**src/rtl/load_store_unit_pkg.sv**
```systemverilog
// Shared definitions for the load/store unit: funct3 access widths, FSM state
// encoding, error codes and small helpers for access-width normalisation.
package load_store_unit_pkg;

   localparam logic [2:0] LS_B  = 3'b000;
   localparam logic [2:0] LS_H  = 3'b001;
   localparam logic [2:0] LS_W  = 3'b010;
   localparam logic [2:0] LS_BU = 3'b100;
   localparam logic [2:0] LS_HU = 3'b101;

   typedef enum logic [1:0] {
      ST_IDLE   = 2'd0,
      ST_REQ    = 2'd1,
      ST_WAIT_R = 2'd2,
      ST_RESP   = 2'd3
   } lsu_state_t;

   localparam logic [1:0] ERR_MISALIGN = 2'b01;
   localparam logic [1:0] ERR_TIMEOUT  = 2'b10;

   // Unsigned variants make no sense for stores; anything illegal becomes W.
   function automatic logic [2:0] norm_funct3(input logic store, input logic [2:0] f3);
      logic [2:0] f;
      f = LS_W;
      case (f3)
         LS_B, LS_H, LS_W: f = f3;
         LS_BU, LS_HU:     f = store ? LS_W : f3;
         default:          f = LS_W;
      endcase
      return f;
   endfunction

   // Byte offset forced to the natural alignment of the access width.
   function automatic logic [1:0] natural_off(input logic [2:0] f3, input logic [1:0] off);
      logic [1:0] o;
      o = off;
      case (f3)
         LS_H, LS_HU: o = {off[1], 1'b0};
         LS_W:        o = 2'b00;
         default:     o = off;
      endcase
      return o;
   endfunction

   function automatic logic is_misaligned(input logic [2:0] f3, input logic [1:0] off);
      return ((f3 == LS_H || f3 == LS_HU) && off[0]) || (f3 == LS_W && off != 2'b00);
   endfunction

endpackage

```
**src/rtl/lsu_lane_align.sv**
```systemverilog
// Byte-lane alignment for the load/store unit. Store side produces byte
// strobes and lane-replicated write data; load side extracts the addressed
// lane and sign/zero-extends it. Purely combinational.
module lsu_lane_align
   import load_store_unit_pkg::*;
(
   input  logic [2:0]  funct3,
   input  logic [1:0]  byte_off,
   input  logic [31:0] store_data,
   input  logic [31:0] load_word,
   output logic [3:0]  wstrb,
   output logic [31:0] wdata,
   output logic [31:0] load_data
);

   logic [7:0]  lane_b;
   logic [15:0] lane_h;

   // Store path: strobes and replicated write data per access width
   always_comb begin
      wstrb = 4'b1111;
      wdata = store_data;
      case (funct3)
         LS_B: begin
            wstrb = 4'b0001 << byte_off;
            wdata = {4{store_data[7:0]}};
         end
         LS_H: begin
            wstrb = byte_off[1] ? 4'b1100 : 4'b0011;
            wdata = {2{store_data[15:0]}};
         end
         default: begin
            wstrb = 4'b1111;
            wdata = store_data;
         end
      endcase
   end

   // Load path: pick the addressed lane and extend it to 32 bits
   always_comb begin
      lane_b = load_word[7:0];
      case (byte_off)
         2'd0: lane_b = load_word[7:0];
         2'd1: lane_b = load_word[15:8];
         2'd2: lane_b = load_word[23:16];
         2'd3: lane_b = load_word[31:24];
         default: lane_b = load_word[7:0];
      endcase
      lane_h = byte_off[1] ? load_word[31:16] : load_word[15:0];
      case (funct3)
         LS_B:    load_data = {{24{lane_b[7]}}, lane_b};
         LS_BU:   load_data = {24'd0, lane_b};
         LS_H:    load_data = {{16{lane_h[15]}}, lane_h};
         LS_HU:   load_data = {16'd0, lane_h};
         default: load_data = load_word;
      endcase
   end

endmodule

```
**src/rtl/load_store_unit.sv**
```systemverilog
// Multi-cycle load/store unit between execute and a req/gnt/rvalid data
// memory port. Optional LSU_MISALIGN_TRAP_EN: misaligned H/W accesses skip
// memory and report err_code 01; otherwise low address bits are forced to
// natural alignment.
// Handshakes: a request is accepted on a rising edge where req_valid &&
// req_ready; mem_req is held with stable address/data until mem_gnt is seen
// high at an edge; mem_rvalid is only honoured in WAIT_R (never in the gnt
// cycle). dbg_state exposes the FSM state for checkers.
module load_store_unit
   import load_store_unit_pkg::*;
#(
   parameter int ADDR_W  = 8,
   parameter int TIMEOUT = 15
)(
   input  logic              clk,
   input  logic              reset,
   input  logic              req_valid,
   output logic              req_ready,
   input  logic              is_store,
   input  logic [2:0]        funct3,
   input  logic [31:0]       addr,
   input  logic [31:0]       store_data,
   input  logic [4:0]        rd,
   output logic              stall,
   output logic              wb_valid,
   output logic [4:0]        wb_rd,
   output logic [31:0]       wb_data,
   output logic              err_valid,
   output logic [1:0]        err_code,
   output logic              mem_req,
   output logic              mem_we,
   output logic [ADDR_W-1:0] mem_addr,
   output logic [3:0]        mem_wstrb,
   output logic [31:0]       mem_wdata,
   input  logic              mem_gnt,
   input  logic              mem_rvalid,
   input  logic [31:0]       mem_rdata,
   output logic [1:0]        dbg_state
);

   localparam int CNT_W = (TIMEOUT < 15) ? 4 : $clog2(TIMEOUT + 1);
   localparam logic [CNT_W-1:0] TMO = CNT_W'(TIMEOUT);

   lsu_state_t        state, state_n;
   logic [CNT_W-1:0]  cnt_q;
   logic [ADDR_W-1:0] word_q;
   logic [1:0]        off_q;
   logic [2:0]        f3_q;
   logic [4:0]        rd_q;
   logic              store_q;
   logic              mis_q;
   logic [31:0]       sdata_q;
   logic [31:0]       rdata_q;

   logic [2:0]        f3_n;
   logic [1:0]        off_n;
   logic              mis_n;
   logic              accept;
   logic              timed_out;
   logic [3:0]        st_wstrb;
   logic [31:0]       st_wdata;
   logic [31:0]       ld_data;
   logic [31:0]       unused_st_load;
   logic [3:0]        unused_ld_wstrb;
   logic [31:0]       unused_ld_wdata;
   logic              unused_addr_hi;

   assign unused_addr_hi = ^addr[31:ADDR_W+2];
   assign accept         = req_valid && (state == ST_IDLE);
   assign timed_out      = (cnt_q == TMO);
   assign f3_n           = norm_funct3(is_store, funct3);
   assign dbg_state      = state;

`ifdef LSU_MISALIGN_TRAP_EN
   assign off_n = addr[1:0];
   assign mis_n = is_misaligned(f3_n, addr[1:0]);
`else
   assign off_n = natural_off(f3_n, addr[1:0]);
   assign mis_n = 1'b0;
`endif

   lsu_lane_align u_store_align (
      .funct3     (f3_q),
      .byte_off   (off_q),
      .store_data (sdata_q),
      .load_word  (32'd0),
      .wstrb      (st_wstrb),
      .wdata      (st_wdata),
      .load_data  (unused_st_load)
   );

   lsu_lane_align u_load_align (
      .funct3     (f3_q),
      .byte_off   (off_q),
      .store_data (32'd0),
      .load_word  (rdata_q),
      .wstrb      (unused_ld_wstrb),
      .wdata      (unused_ld_wdata),
      .load_data  (ld_data)
   );

   // State register, timeout counter and latched request fields
   always_ff @(posedge clk) begin
      if (!reset) begin
         state   <= ST_IDLE;
         cnt_q   <= '0;
         word_q  <= '0;
         off_q   <= '0;
         f3_q    <= '0;
         rd_q    <= '0;
         store_q <= 1'b0;
         mis_q   <= 1'b0;
         sdata_q <= '0;
         rdata_q <= '0;
      end else begin
         state <= state_n;
         if (state_n != state && (state_n == ST_REQ || state_n == ST_WAIT_R))
            cnt_q <= '0;
         else if ((state == ST_REQ || state == ST_WAIT_R) && !timed_out)
            cnt_q <= cnt_q + 1'b1;
         if (accept) begin
            word_q  <= addr[ADDR_W+1:2];
            off_q   <= off_n;
            f3_q    <= f3_n;
            rd_q    <= rd;
            store_q <= is_store;
            mis_q   <= mis_n;
            sdata_q <= store_data;
         end
         if (state == ST_WAIT_R && mem_rvalid && !timed_out)
            rdata_q <= mem_rdata;
      end
   end

   // Next-state and Moore outputs derived from state and latched fields
   always_comb begin
      state_n   = state;
      req_ready = 1'b0;
      stall     = 1'b1;
      mem_req   = 1'b0;
      wb_valid  = 1'b0;
      err_valid = 1'b0;
      err_code  = 2'b00;
      case (state)
         ST_IDLE: begin
            req_ready = 1'b1;
            stall     = 1'b0;
            if (req_valid) state_n = mis_n ? ST_RESP : ST_REQ;
         end
         ST_REQ: begin
            if (timed_out) begin
               err_valid = 1'b1;
               err_code  = ERR_TIMEOUT;
               state_n   = ST_IDLE;
            end else begin
               mem_req = 1'b1;
               if (mem_gnt) state_n = store_q ? ST_RESP : ST_WAIT_R;
            end
         end
         ST_WAIT_R: begin
            if (timed_out) begin
               err_valid = 1'b1;
               err_code  = ERR_TIMEOUT;
               state_n   = ST_IDLE;
            end else if (mem_rvalid) begin
               state_n = ST_RESP;
            end
         end
         ST_RESP: begin
            state_n = ST_IDLE;
            if (mis_q) begin
               err_valid = 1'b1;
               err_code  = ERR_MISALIGN;
            end else if (!store_q) begin
               wb_valid = 1'b1;
            end
         end
         default: state_n = ST_IDLE;
      endcase
   end

   assign mem_we    = mem_req && store_q;
   assign mem_addr  = mem_req ? word_q : '0;
   assign mem_wstrb = mem_req ? st_wstrb : 4'd0;
   assign mem_wdata = mem_req ? st_wdata : 32'd0;
   assign wb_rd     = wb_valid ? rd_q : 5'd0;
   assign wb_data   = wb_valid ? ld_data : 32'd0;

endmodule

```
**config.mk**
```make
export PLATFORM = sky130hd
export DESIGN_NAME = load_store_unit
export DESIGN_NICKNAME = d
export VERILOG_FILES = /design/src/rtl/load_store_unit_pkg.sv /design/src/rtl/lsu_lane_align.sv /design/src/rtl/load_store_unit.sv
export SDC_FILE = /design/constraint.sdc
export NUM_CORES = 1
export LEC_CHECK = 0
export CORE_MARGIN = 4
export CORE_UTILIZATION = 43
export DETAILED_ROUTE_END_ITERATION = 10
export HOLD_SLACK_MARGIN = 0.05
export PLACE_DENSITY_LB_ADDON = 0.08
export SETUP_SLACK_MARGIN = 0.1
export SYNTH_ARGS = -nofsm -noshare
export SYNTH_HDL_FRONTEND = slang
export SYNTH_SLANG_ARGS = --single-unit
```
**constraint.sdc**
```tcl
create_clock -name clk -period 2 [get_ports clk]
set_input_delay 0.4 -clock clk [delete_from_list [all_inputs] [get_ports clk]]
set_output_delay 0.4 -clock clk [all_outputs]
set_load 0.02 [all_outputs]
```
==> summary.txt <==
Clock tree
  – CTS tree: done
  – CTS buffer count: 9
  – Worst-path clk slew: 0.09 ns
  – Root Buffer: clkbuf_8
  – CTS H-Tree Depth: 3
  – Max Root-Sink Buffers: 2
  – Clock sinks: 89
  – Worst-Skew Late Latency: 0.39 ns

Placed design
  – Number of port buffers: 177
  – Post-Place Setup Slack: -0.615 ns
  – Post-DP HPWL: 12,000 microns
  – GPL Wtd Cong: 0.866

Final layout
  – Final core occ: 85.1%
  – ANT cells: 0
  – Layout cells sized above 1: 41.9%
  – Area occupied by multi-input gates: 3600 sq um
  – Layout area overhead: 92.7%
  – Nets: 1,052
  – # fillers: 579
  – Reg area: 1800 sq um

STA
  – Worst Tran Pin Value: 0.532 ns
  – Tmin final: 2.48 ns
  – Final period utilization: 124%
  – Final slew viol count: 0
  – Hold Fails Final Rpt: 0
  – Worst Skew: 0.0155 ns
  – Fmax: 403 MHz
  – Slew headroom: 64.5%
  – RSZ-0062 raised after global routing: yes
  – Setup Viol. Count Final: 79
  – Fin worst setup slack: -0.484 ns

Synth
  – Synth Register Bits: 89
  – Post-Synth Simple-Gate Area: 25.6%
  – Cell taking the most area after synthesis: dfxtp_1
  – Synth cell types: 47
  – Complex-gate fraction of the synthesized area: 25.2%
  – Synth warn: 0
  – Xor/xnor share of the synthesized area: 0.182%
  – Dominant synthesized flop cell: dfxtp_1
  – Post-synth EDFFs: 0
  – Top post-synthesis cells by area: dfxtp_1 (37%), nand2_1 (16%), a21boi_0 (12%), a21oi_1 (4.8%), clkbuf_1 (2.9%)
  – Portion of netlist area occupied by mux cells: 3.30%
  – Syn Std Cell Area: 4810 sq um
  – Post-Syn Nets: 778
  – Synth Area in Adders: 1.30%
  – Most common cell in the netlist: nand2_1
  – Syn_area_per_cell: 7.25 sq um
  – Combinational family with the most area after synthesis: simple AND/OR/NAND/NOR gates
  – Post-synth ARST share: 0%
  – Synth Instances: 663
  – Most frequent cells after synthesis: nand2_1 (210), dfxtp_1 (89), a21boi_0 (78)
  – Register area share after synthesis: 37.1%
  – Yosys top cell area share: 37.1%

Floorplanning
  – I/O Pins: 201
  – Core area: 10,900 sq um
  – Die Span Y: 114 microns
  – Initial Util: 44.2%
  – Chip width: 114 microns
  – Die area: 12,900 sq um
  – Cell Rows: 38

GRT
  – Vias in the first global route: 5,935
  – Antenna violations before repair: 0
  – Remaining global-route overflow: 0
  – GRT Overall Usage: 30.3%
  – Pin count of the biggest net entering global routing: 53
  – First-pass GRT wire length: 30,900 microns

Power and ir drop
  – Clk pwr share: 27.5%
  – Worst vdd ir: 0.484 mV
  – Flop pwr share: 36.2%
  – Comb pwr share: 36.3%
  – Switching Share: 33.2%
  – Internal power: 3620 uW
  – Power per Cell Area: 585 nW/um^2
  – Switch Pwr: 1800 uW
  – Lkg Pwr: 0.00357 uW

Run status
  – Status: finished, violations left
  – Failing checks: negative setup slack

Setup path
  – Worst setup path category: reg -> out
  – CP Launch Type: flop
  – WP data arrival: 2.08 ns
  – Worst EP required: 1.60 ns
  – Nature of the critical path endpoint: output pin
  – Crit path max fanout: 8

Detailed routing
  – DR WL/cell: 21.8 microns
  – DR iter-0 viols: 493
  – Vias per cell: 5.82
  – Final ANT Viol Nets: 0
  – Vias: 6,295
  – Number of remaining DRC errors: 0
  – Drt pass-1 iters: 5
  – Final wirelength: 23,600 microns

Flow run
  – Max_cap viols: 0

Min path
  – Hold Path Class: reg -> reg
per-layer routing:
layer  part of all wire [%]  vias up  track usage (%)
li1                       -     2761                -
met1                     38     3008             37.8
met2                     48      394             50.1
met5                      0        -                0
met4                    5.8        0             14.8
met3                    8.4      132             6.10
power by group through the flow:
stage               Combinational [uW]  Sequential [uW]  Clock [uW]
global route                      2040             1970        1550
global placement                  1190             1960           0
detailed placement                1210             1960           0
finish                            1970             1960        1490
CTS                               1640             1940        1450
floorplan                          651             1960           0
metrics by stage:
| step | hold WS (ns) | area (sq um) | instances | power [uW] | TNS (ns) |
|---|---|---|---|---|---|
| floorplan | 0.439 | 5060 | 663 | 2610 | -1.06 |
| global placement | 0.446 | 7380 | 998 | 3150 | -21.72 |
| detailed placement | 0.453 | 7380 | 998 | 3170 | -23.19 |
| CTS | 0.467 | 8690 | 1062 | 5030 | -14.74 |
| global route | 0.486 | 9270 | 1082 | 5560 | -22.40 |
| finish | 0.465 | 9270 | 1082 | 5420 | -18.61 |
worst max-delay path: stages (launching register included):
cell	delay (ns)
dfxtp_2	0.36
mux4_2	0.56
nand2b_1	0.12
a21oi_2	0.08
o21ai_4	0.19
buf_6	0.18
a21oi_1	0.05
buf_2	0.16
sequential cells by signal, indices dropped and copies added (netlist names):
signal,count
cnt_q,4
dbg_state,2
f3_q,3
off_q,2
rd_q,5
rdata_q,32
sdata_q,32
store_q,1
word_q,8
final timing paths:
path,startpoint,endpoint,slack [ns],depth (start not counted)
worst min-delay path,rdata_q[13],rdata_q[13],0.47,2
worst min register to register,rdata_q[13],rdata_q[13],0.47,2
worst max-delay path,off_q[1],wb_data[19],-0.48,7
worst max register to register,dbg_state[1],sdata_q[11],-0.06,10
layout make-up:
type                            count  area share, %
Inverter                           31           1.38
Clock buffer                       12           1.67
Clock inverter                      4          0.810
Timing Repair Buffer              318           35.9
Multi-Input combinational cell    488           38.9
Sequential cell                    89           19.4
Tap cell                          140           1.89
what timing repair did:
item | in CTS | in global routing
endpoints found under the setup margin | 97 | 109
resized for setup | 641 | 116
setup buffers | 42 | 22
gates cloned | 7 | 5
hold buffers | 0 | 0
pin swaps | 38 | 49
layout by cell type, fill, tap and decap left out, drive strengths merged, types with 16 or more instances in the layout:
cell / netlist / routed
inv: 31 / 30
clkbuf: 37 / 17
clkdlybuf4s50: 0 / 86
a211oi: 16 / 16
and3: 20 / 20
dfxtp: 89 / 89
a21oi: 47 / 47
a21boi: 78 / 78
nor2: 30 / 30
nand2: 210 / 210
buf: 18 / 224
kinds of logic (layout without fill, tap and decap cells):
kind of cell | after synthesis | after routing
buffers and inverters | 86 | 365
DFF | 89 | 89
xor gates and xnor gates | 1 | 1
other | 1 | 1
AOI/OAI and AO/OA | 177 | 177
muxes | 14 | 14
adders and majority gates | 5 | 5
and+or+nand+nor | 290 | 290
No activity file was read; power rests on OpenSTA's default activity.
